===== src/rtl/input_sampler.sv =====
// input_sampler: frame-synchronous capture of player inputs with sticky press flags,
// spinner accumulation and a 16-bit CPU register port.
// Optional: define INPUT_SAMPLER_PRESSCNT_EN to build per-port press counters at offset +7.
module input_sampler #(
    parameter int NUM_PORTS = 6,
    parameter int BTN_W     = 32,
    parameter int SPIN_SAT  = 1,
    localparam int AW       = $clog2(NUM_PORTS*8+1)
) (
    input  logic                       clk_sys,
    input  logic                       reset,
    input  logic                       vblank,
    input  logic [NUM_PORTS*BTN_W-1:0] joystick,
    input  logic [NUM_PORTS*16-1:0]    analog,
    input  logic [NUM_PORTS*8-1:0]     paddle,
    input  logic [NUM_PORTS*9-1:0]     spinner,
    input  logic [AW-1:0]              cpu_addr,
    input  logic                       cpu_rd,
    input  logic                       cpu_wr,
    output logic [15:0]                cpu_dout,
    output logic                       cpu_dout_valid,
    output logic                       frame_strobe
);
    logic                  vb_d;
    logic                  rise;
    logic                  frame_sel;
    logic [15:0]           frame_cnt;
    logic [15:0]           rdata;
    logic [NUM_PORTS-1:0]  sel;
    logic [NUM_PORTS-1:0]  sp_d;
    logic [NUM_PORTS-1:0]  tog;
    logic [31:0]           btn_in    [NUM_PORTS];
    logic [31:0]           cur_btn   [NUM_PORTS];
    logic [31:0]           press     [NUM_PORTS];
    logic [31:0]           new_press [NUM_PORTS];
    logic [31:0]           clr       [NUM_PORTS];
    logic [15:0]           analog_q  [NUM_PORTS];
    logic [7:0]            paddle_q  [NUM_PORTS];
    logic [15:0]           spin_acc  [NUM_PORTS];
    logic [15:0]           spin_nxt  [NUM_PORTS];
    logic [15:0]           spin_sext [NUM_PORTS];
    logic signed [16:0]    spin_sum  [NUM_PORTS];
    logic [15:0]           press_cnt [NUM_PORTS];

    assign rise      = vblank & ~vb_d;
    assign frame_sel = cpu_addr == AW'(NUM_PORTS*8);

    // Per-port decode, edge detection and spinner next-value with optional clamp
    always_comb begin
        for (int p = 0; p < NUM_PORTS; p++) begin
            sel[p]       = cpu_addr[AW-1:3] == (AW-3)'(p);
            btn_in[p]    = 32'(joystick[p*BTN_W +: BTN_W]);
            new_press[p] = btn_in[p] & ~cur_btn[p];
            clr[p]       = {{16{cpu_rd && sel[p] && cpu_addr[2:0] == 3'd3}},
                            {16{cpu_rd && sel[p] && cpu_addr[2:0] == 3'd2}}};
            tog[p]       = spinner[p*9+8] ^ sp_d[p];
            spin_sext[p] = {{8{spinner[p*9+7]}}, spinner[p*9 +: 8]};
            spin_sum[p]  = {spin_acc[p][15], spin_acc[p]} + {spin_sext[p][15], spin_sext[p]};
            spin_nxt[p]  = (SPIN_SAT != 0 && spin_sum[p] > 17'sd32767)  ? 16'h7FFF :
                           (SPIN_SAT != 0 && spin_sum[p] < -17'sd32767) ? 16'h8001 :
                           spin_sum[p][15:0];
        end
    end

    // Register read multiplexer; unmapped addresses return zero
    always_comb begin
        rdata = 16'h0;
        for (int p = 0; p < NUM_PORTS; p++) begin
            if (sel[p]) begin
                case (cpu_addr[2:0])
                    3'd0: rdata = cur_btn[p][15:0];
                    3'd1: rdata = cur_btn[p][31:16];
                    3'd2: rdata = press[p][15:0];
                    3'd3: rdata = press[p][31:16];
                    3'd4: rdata = analog_q[p];
                    3'd5: rdata = {8'h0, paddle_q[p]};
                    3'd6: rdata = spin_acc[p];
                    3'd7: rdata = press_cnt[p];
                endcase
            end
        end
        if (frame_sel) rdata = frame_cnt;
    end

    // Frame detect, snapshots, sticky press flags, spinner accumulation and CPU read port
    always_ff @(posedge clk_sys or posedge reset) begin
        if (reset) begin
            vb_d           <= 1'b1;
            frame_strobe   <= 1'b0;
            frame_cnt      <= 16'h0;
            cpu_dout       <= 16'h0;
            cpu_dout_valid <= 1'b0;
            sp_d           <= '0;
            for (int p = 0; p < NUM_PORTS; p++) begin
                cur_btn[p]  <= '0;
                press[p]    <= '0;
                analog_q[p] <= '0;
                paddle_q[p] <= '0;
                spin_acc[p] <= '0;
            end
        end else begin
            vb_d           <= vblank;
            frame_strobe   <= rise;
            frame_cnt      <= (cpu_wr && frame_sel) ? {15'h0, rise} : frame_cnt + {15'h0, rise};
            cpu_dout_valid <= cpu_rd;
            if (cpu_rd) cpu_dout <= rdata;
            for (int p = 0; p < NUM_PORTS; p++) begin
                sp_d[p]  <= spinner[p*9+8];
                press[p] <= (press[p] & ~clr[p]) | (rise ? new_press[p] : 32'h0);
                if (rise) begin
                    cur_btn[p]  <= btn_in[p];
                    analog_q[p] <= analog[p*16 +: 16];
                    paddle_q[p] <= paddle[p*8 +: 8];
                end
                if (cpu_wr && sel[p] && cpu_addr[2:0] == 3'd6)
                    spin_acc[p] <= tog[p] ? spin_sext[p] : 16'h0;
                else if (tog[p])
                    spin_acc[p] <= spin_nxt[p];
            end
        end
    end

`ifdef INPUT_SAMPLER_PRESSCNT_EN
    // Saturating count of snapshots that brought at least one new press
    always_ff @(posedge clk_sys or posedge reset) begin
        if (reset) begin
            for (int p = 0; p < NUM_PORTS; p++) press_cnt[p] <= 16'h0;
        end else begin
            for (int p = 0; p < NUM_PORTS; p++) begin
                if (cpu_wr && sel[p] && cpu_addr[2:0] == 3'd7)
                    press_cnt[p] <= {15'h0, rise && |new_press[p]};
                else if (rise && |new_press[p] && press_cnt[p] != 16'hFFFF)
                    press_cnt[p] <= press_cnt[p] + 16'h1;
            end
        end
    end
`else
    // Counters not built: offset +7 reads zero
    always_comb begin
        for (int p = 0; p < NUM_PORTS; p++) press_cnt[p] = 16'h0;
    end
`endif
endmodule

===== config.mk =====
export PLATFORM = sky130hd
export DESIGN_NAME = input_sampler
export DESIGN_NICKNAME = d
export VERILOG_FILES = /design/src/rtl/input_sampler.sv
export SDC_FILE = /design/constraint.sdc
export NUM_CORES = 2
export LEC_CHECK = 0
export ABC_AREA = 1
export BUFFER_PORTS_ARGS = -buffer_cell sky130_fd_sc_hd__buf_2
export CORE_UTILIZATION = 45
export DETAILED_ROUTE_END_ITERATION = 6
export PLACE_DENSITY = 0.7
export SETUP_SLACK_MARGIN = 0.15
export SLEW_MARGIN = 20
export SYNTH_ARGS = -nofsm -noshare
export SYNTH_HDL_FRONTEND = slang
export SYNTH_SLANG_ARGS = --single-unit

===== constraint.sdc =====
create_clock -name clk_sys -period 43.3 [get_ports clk_sys]
set_clock_uncertainty 0.05 [all_clocks]
set_input_delay 0 -clock clk_sys [delete_from_list [all_inputs] [get_ports clk_sys]]
set_output_delay 0 -clock clk_sys [all_outputs]
set_load 0.02 [all_outputs]

-- Word-level counts from Yosys, hierarchy flattened
Cells that the tools add are included.
Widths: inputs -> output; s select.
- input port bits: 401
- logic and storage cells: 195
- bits in registers: 665
- output and inout port bits: 18
- $add $sub $neg: 7
- order comparisons: 12
- bitwise operators: 38
- mux-type cells: 50
- reductions and logical operators: 39
- equal/unequal tests: 13
- operators with widths (operator ; number):
    $pmux 16 s8 ; 6
    $mux 16 ; 38
    $and 32x32->32 ; 12
    $not 32->32 ; 12
    $mux 32 ; 6
    $or 32x32->32 ; 6
    $add 16x8->17 ; 6
    $gt 17x16->1 const B ; 6
    $lt 17x16->1 const B ; 6
    $logic_and 1x1->1 ; 31
    $eq 3x3->1 const B ; 6
    $add 16x1->16 ; 1
    $eq 3x2->1 const B ; 4
    $reduce_bool 2->1 ; 6
    $eq 3x1->1 const B ; 2
    $eq 6x6->1 const B ; 1
    $logic_not 3->1 ; 2
    $xor 1x1->1 ; 6
    $and 1x1->1 ; 1
    $not 1->1 ; 1

-- Longest topological paths before layout
- depth after elaboration: 9
- depth in mapped cells: 23
- mapped depth without buffers: 22

-- Least setup slack after synthesis
OpenSTA, ideal clock, no wires.
- path type: register to register
- start: register vb_d
- end: register frame_cnt[14]
- required time: 43.127 ns
- buffers on the path: 3
- arrival time: 2.828 ns
- clock period less this slack: 3.001 ns
- library setup time: 0.123 ns
- cell stages (with the launch flop): 19
- slack: 40.299 ns
- cell sequence: dfstp_2 nor2_1 clkbuf_1 clkbuf_1 clkbuf_1 ha_1 ha_1 nand2_1 nor2_1 inv_1 nor2_1 nand2_1 nor2_1 and3_1 nand3_1 inv_1 nand4_1 o22ai_1 a21oi_1
- longest elaborated chain between the ends: 4
- RTL lines (item ; RTL line ; source):
    start: declaration ; 24 ; logic vb_d;
    start signal: assignment ; 102 ; vb_d <= vblank;
    $not 1->1 ; 45 ; assign rise = vblank & ~vb_d;
    $and 1x1->1 ; 45 ;
    via rise ; 25 ; logic rise;
    $add 16x1->16 ; 104 ; frame_cnt <= (cpu_wr && frame_sel) ? {15'h0, rise} : frame_cnt + {15'h0, rise};
    $mux 16 ; 104 ;
    end signal: assignment ; 104 ;
    end: declaration ; 27 ; logic [15:0] frame_cnt;
The timed path passes the listed nets, and every way through them passes these cells.
A chain may end at the register's enable or synchronous reset.

-- Final worst setup path
- start: register vb_d
- end: register press[28] in the netlist's numbering
- longest elaborated chain between the ends: 4
- RTL lines (item ; RTL line ; source):
    $not 1->1 ; 45 ;
    $and 1x1->1 ; 45 ;
    $mux 32 ; 109 ; press[p] <= (press[p] & ~clr[p]) | (rise ? new_press[p] : 32'h0);
    $or 32x32->32 ; 109 ;
    end signal: indexed assignment ; 109 ;
    end: declaration ; 34 ; logic [31:0] press [NUM_PORTS];
Every way passes these cells.

==> flow_summary.yaml <==
synth:
  synth.distinct_cells: 52
  ys_seq_elements: 665
  synth_async_sr_flop_share_pct: 100
  synth-edff-count: 0
  postSynth.topFlopCell: "sky130_fd_sc_hd__dfrtp_1"
  mappedNetlistNets: 5232
  yosysSeqAreaShare_pct: 46.3
  netlist_instances: 4727
  netlist_area_um2: 35900
  ys_warn_count: 0
  syn_area_per_cell_um2: 7.60
clocking:
  cts.reportedPaths.clkPinSlew_ps: 60
  clock_sinks: 665
  ctsHtreeMaxLevel: 3
  cts_max_path_buffers: 3
  post_cts.repair.setup_buffers: 0
  worst_skew_pair.late_latency_ps: 640
  ctsResizeCount: 0
  clock_tree_from_tritoncts: "built"
  cts-buffers-inserted: 73
  postCtsHoldBufs: 398
  clock_tree.root_cell: "sky130_fd_sc_hd__clkbuf_16"
die:
  die_boundary_width_um: 285
  initial_utilization_pct: 45.5
  core_area_um2: 79000
  ioPinCount: 419
  die_h_um: 285
  fp-row-count: 103
  total_die_area_um2: 81000
worst_setup_path:
  path_max_fanout: 82
  critPathCaptureType: "flip-flop"
  timing.critical_path.mode_cell: "sky130_fd_sc_hd__buf_4"
  worstPathRequired_ps: 43790
  critical_path.top_delay_family: "buffers and inverters"
  critical_path.n_buffers_inverters: 3
  startpoint_type: "flip-flop"
  crit_arrival_ps: 4320
  critical_path.slowest_cell: "sky130_fd_sc_hd__buf_4"
  criticalPathCategory: "reg2reg"
  worst_stage_delay_on_the_critical_path_ps: 800
  path_cells: "nor2_4 -> buf_4 -> buf_4 -> buf_4 -> nand2_1 -> o22ai_1"
pwr:
  p_total_mw: 2.44
  seqPwrFrac_pct: 33.9
  total_switching_power_uw: 990
  power.leakage_nw: 23.1
  clockPowerShare_pct: 25.8
  power-per-cell-area_nw_per_um2: 53.8
  irDropWorstVdd_mv: 0.0295
  comb_power_share_pct: 40.2
  internal-power_mw: 1.45
  p_sw_share_pct: 40.6
detailed_routing:
  totalWireLength_um: 135000
  drc_errors: 0
  firstDrtPassIters: 6
  dr.first_iter.drc_count: 3658
  antenna_violating_nets_post_route: 0
  num_vias: 36300
  routed_via_density: 5.51
  wl_per_cell_um: 20.5
placement:
  placed_cell_area_um2: 38900
  preCtsSetupSlack_ps: 39600
  dp_cells: 6054
  gpl.final_weighted_congestion: 0.959
  post_dp_hpwl_um: 94200
  io_buffers: 418
global_routing:
  grt_start_max_net_pins: 228
  antenna_found_initial: 7
  track_usage_pct: 33.1
  grt_pass1_wl_um: 207000
  via_count_of_the_first_global_routing_pass: 35900
  grt_overflow_total: 0
finish:
  multi_input_comb_area_um2: 16200
  num-fill-cells: 7068
  drive_gt1_share_pct: 11.8
  layout.area.seq_um2: 16600
  final-instance-count-excl-fill: 6589
  area_delta_synth_final_pct: 26.2
  final_nets: 5982
  final_core_utilization_pct: 57.4
  final_design_area_no_fill_um2: 45300
timing:
  number_of_hold_violations_in_the_final_report: 0
  fin_crit_sh_pct: 8.83
  worst_hold_slack_across_all_endpoints_ps: 24.8
  grt_setup_unrepaired: "false"
  post-route-worst-setup-slack_ps: 39480
  period_minus_slack_ps: 3820
  timing_max_transition_violations_final: 0
  setup_viol: 0
  fin_tns_setup_ps: 0
  clock.fmax_mhz: 262
  timing.max_slew.rel_slack_pct: 25.2
  timing_worst_slew_pin_value_ps: 1120
flow_run:
  maximum_capacitance_violations: 0
run_status:
  status: "finished clean"
hold_path:
  hp-class: "in2reg"
[power by group through the flow]
stage,registers (mW),clock network (mW),logic [mW]
floorplan,0.799,0,0.718
global placement,0.831,0,0.925
detailed placement,0.833,0,0.935
CTS,0.823,0.634,0.968
global route,0.837,0.657,1.11
finish,0.827,0.630,0.980
[sequential cells by signal, summed over array words and instances (netlist names)]
signal,cells
cpu_dout_valid,1
cur_btn,192
analog_q,96
vb_d,1
spin_acc,96
paddle_q,48
frame_cnt,16
press,192
frame_strobe,1
sp_d,6
cpu_dout,16
[synthesized netlist by cell type, types with 3 or more instances]
cell type | number | share of area (%)
sky130_fd_sc_hd__o21bai_1 | 25 | 0.52
sky130_fd_sc_hd__a31oi_1 | 5 | 0.087
sky130_fd_sc_hd__dfrtp_1 | 664 | 46
sky130_fd_sc_hd__nand2_1 | 1520 | 16
sky130_fd_sc_hd__nand3_1 | 119 | 1.7
sky130_fd_sc_hd__nand3b_1 | 17 | 0.36
sky130_fd_sc_hd__or2_1 | 3 | 0.052
sky130_fd_sc_hd__a22oi_1 | 28 | 0.59
sky130_fd_sc_hd__buf_2 | 37 | 0.52
sky130_fd_sc_hd__a21oi_1 | 194 | 2.7
sky130_fd_sc_hd__clkbuf_1 | 120 | 1.3
sky130_fd_sc_hd__xor2_1 | 33 | 0.80
sky130_fd_sc_hd__o21ai_1 | 26 | 0.36
sky130_fd_sc_hd__buf_4 | 4 | 0.084
sky130_fd_sc_hd__nand2_2 | 15 | 0.26
sky130_fd_sc_hd__a21o_1 | 6 | 0.13
sky130_fd_sc_hd__nand4_1 | 24 | 0.42
sky130_fd_sc_hd__o2111ai_1 | 36 | 0.88
sky130_fd_sc_hd__a211oi_1 | 6 | 0.13
sky130_fd_sc_hd__inv_1 | 602 | 6.3
sky130_fd_sc_hd__nor3_2 | 6 | 0.17
sky130_fd_sc_hd__xor2_2 | 3 | 0.14
sky130_fd_sc_hd__ha_1 | 98 | 3.4
sky130_fd_sc_hd__nor3b_1 | 6 | 0.13
sky130_fd_sc_hd__inv_2 | 24 | 0.25
sky130_fd_sc_hd__nor2_2 | 10 | 0.17
sky130_fd_sc_hd__buf_1 | 13 | 0.14
sky130_fd_sc_hd__fa_1 | 6 | 0.33
sky130_fd_sc_hd__nor2_1 | 263 | 2.7
sky130_fd_sc_hd__buf_6 | 3 | 0.094
sky130_fd_sc_hd__a221oi_1 | 19 | 0.46
sky130_fd_sc_hd__nor3_1 | 32 | 0.45
sky130_fd_sc_hd__o211ai_1 | 27 | 0.56
sky130_fd_sc_hd__nor4_1 | 3 | 0.052
sky130_fd_sc_hd__o31ai_1 | 5 | 0.10
sky130_fd_sc_hd__xnor2_1 | 24 | 0.59
sky130_fd_sc_hd__o22ai_1 | 218 | 3.8
sky130_fd_sc_hd__a21oi_2 | 10 | 0.24
sky130_fd_sc_hd__o21ai_0 | 443 | 6.2
sky130_fd_sc_hd__a22o_1 | 7 | 0.17
sky130_fd_sc_hd__o221ai_1 | 8 | 0.20
[per-layer routing]
| metal | GRT usage [%] | part of all wire, % |
|---|---|---|
| met1 | 42.6 | 40 |
| met5 | 0 | 0.012 |
| met3 | 5.25 | 8.0 |
| met4 | 21.0 | 6.8 |
| met2 | 51.9 | 45 |
[area by class of cell]
cell class              count  area share (%)
flip-flops and latches    665            36.7
inverters                 627            5.22
well taps                1050            2.90
clock inverters            26           0.652
repair buffers            852            14.0
diodes                      7          0.0387
clock buffers             104            4.62
multi-input cells        3258            35.8
[cells in the final DEF (no fill, tap or decap), types with 17 or more instances in the layout]
cell                            instances
sky130_fd_sc_hd__a21oi_1              194
sky130_fd_sc_hd__a221oi_1              19
sky130_fd_sc_hd__a22oi_1               28
sky130_fd_sc_hd__buf_2                418
sky130_fd_sc_hd__buf_4                 34
sky130_fd_sc_hd__clkbuf_1              18
sky130_fd_sc_hd__clkbuf_16             75
sky130_fd_sc_hd__dfrtp_1              664
sky130_fd_sc_hd__dlygate4sd3_1        398
sky130_fd_sc_hd__ha_1                  98
sky130_fd_sc_hd__inv_1                601
sky130_fd_sc_hd__inv_2                 24
sky130_fd_sc_hd__nand2_1             1520
sky130_fd_sc_hd__nand3_1              116
sky130_fd_sc_hd__nand3b_1              17
sky130_fd_sc_hd__nand4_1               24
sky130_fd_sc_hd__nor2_1               260
sky130_fd_sc_hd__nor3_1                32
sky130_fd_sc_hd__o2111ai_1             36
sky130_fd_sc_hd__o211ai_1              27
sky130_fd_sc_hd__o21ai_0              443
sky130_fd_sc_hd__o21ai_1               26
sky130_fd_sc_hd__o21bai_1              25
sky130_fd_sc_hd__o22ai_1              218
sky130_fd_sc_hd__xnor2_1               24
sky130_fd_sc_hd__xor2_1                33
[path summary, 6_finish.rpt]
kind	start	endpoint	slack (ps)	depth (start not counted)
worst max-delay path	vb_d$_DFF_PP1_	press[28]$_DFF_PP0_	39480	6
worst min-delay path	spinner[44]	sp_d[4]$_DFF_PP0_	20	2
worst max register to register	vb_d$_DFF_PP1_	press[28]$_DFF_PP0_	39480	6
worst min register to register	cur_btn[75]$_DFFE_PP0P_	press[75]$_DFF_PP0_	390	1
max in group asynchronous	reset	analog_q[50]$_DFFE_PP0P_	39890	6
min in group asynchronous	reset	analog_q[66]$_DFFE_PP0P_	120	3
[cells by family (layout without fill, tap and decap cells)]
group / count (synthesis) / after routing / share of synthesized area (%)
AO/OA/AOI/OAI: 1067 / 1067 / 17.2
XOR/XNOR: 60 / 60 / 1.53
other: 0 / 7 / 0
AND/OR/NAND/NOR: 2027 / 2027 / 22.6
adder cells (fa/ha/maj): 104 / 104 / 3.75
buffers and inverters: 804 / 1609 / 8.63
flip-flops: 665 / 665 / 46.3
(Power assumes the default switching activity.)
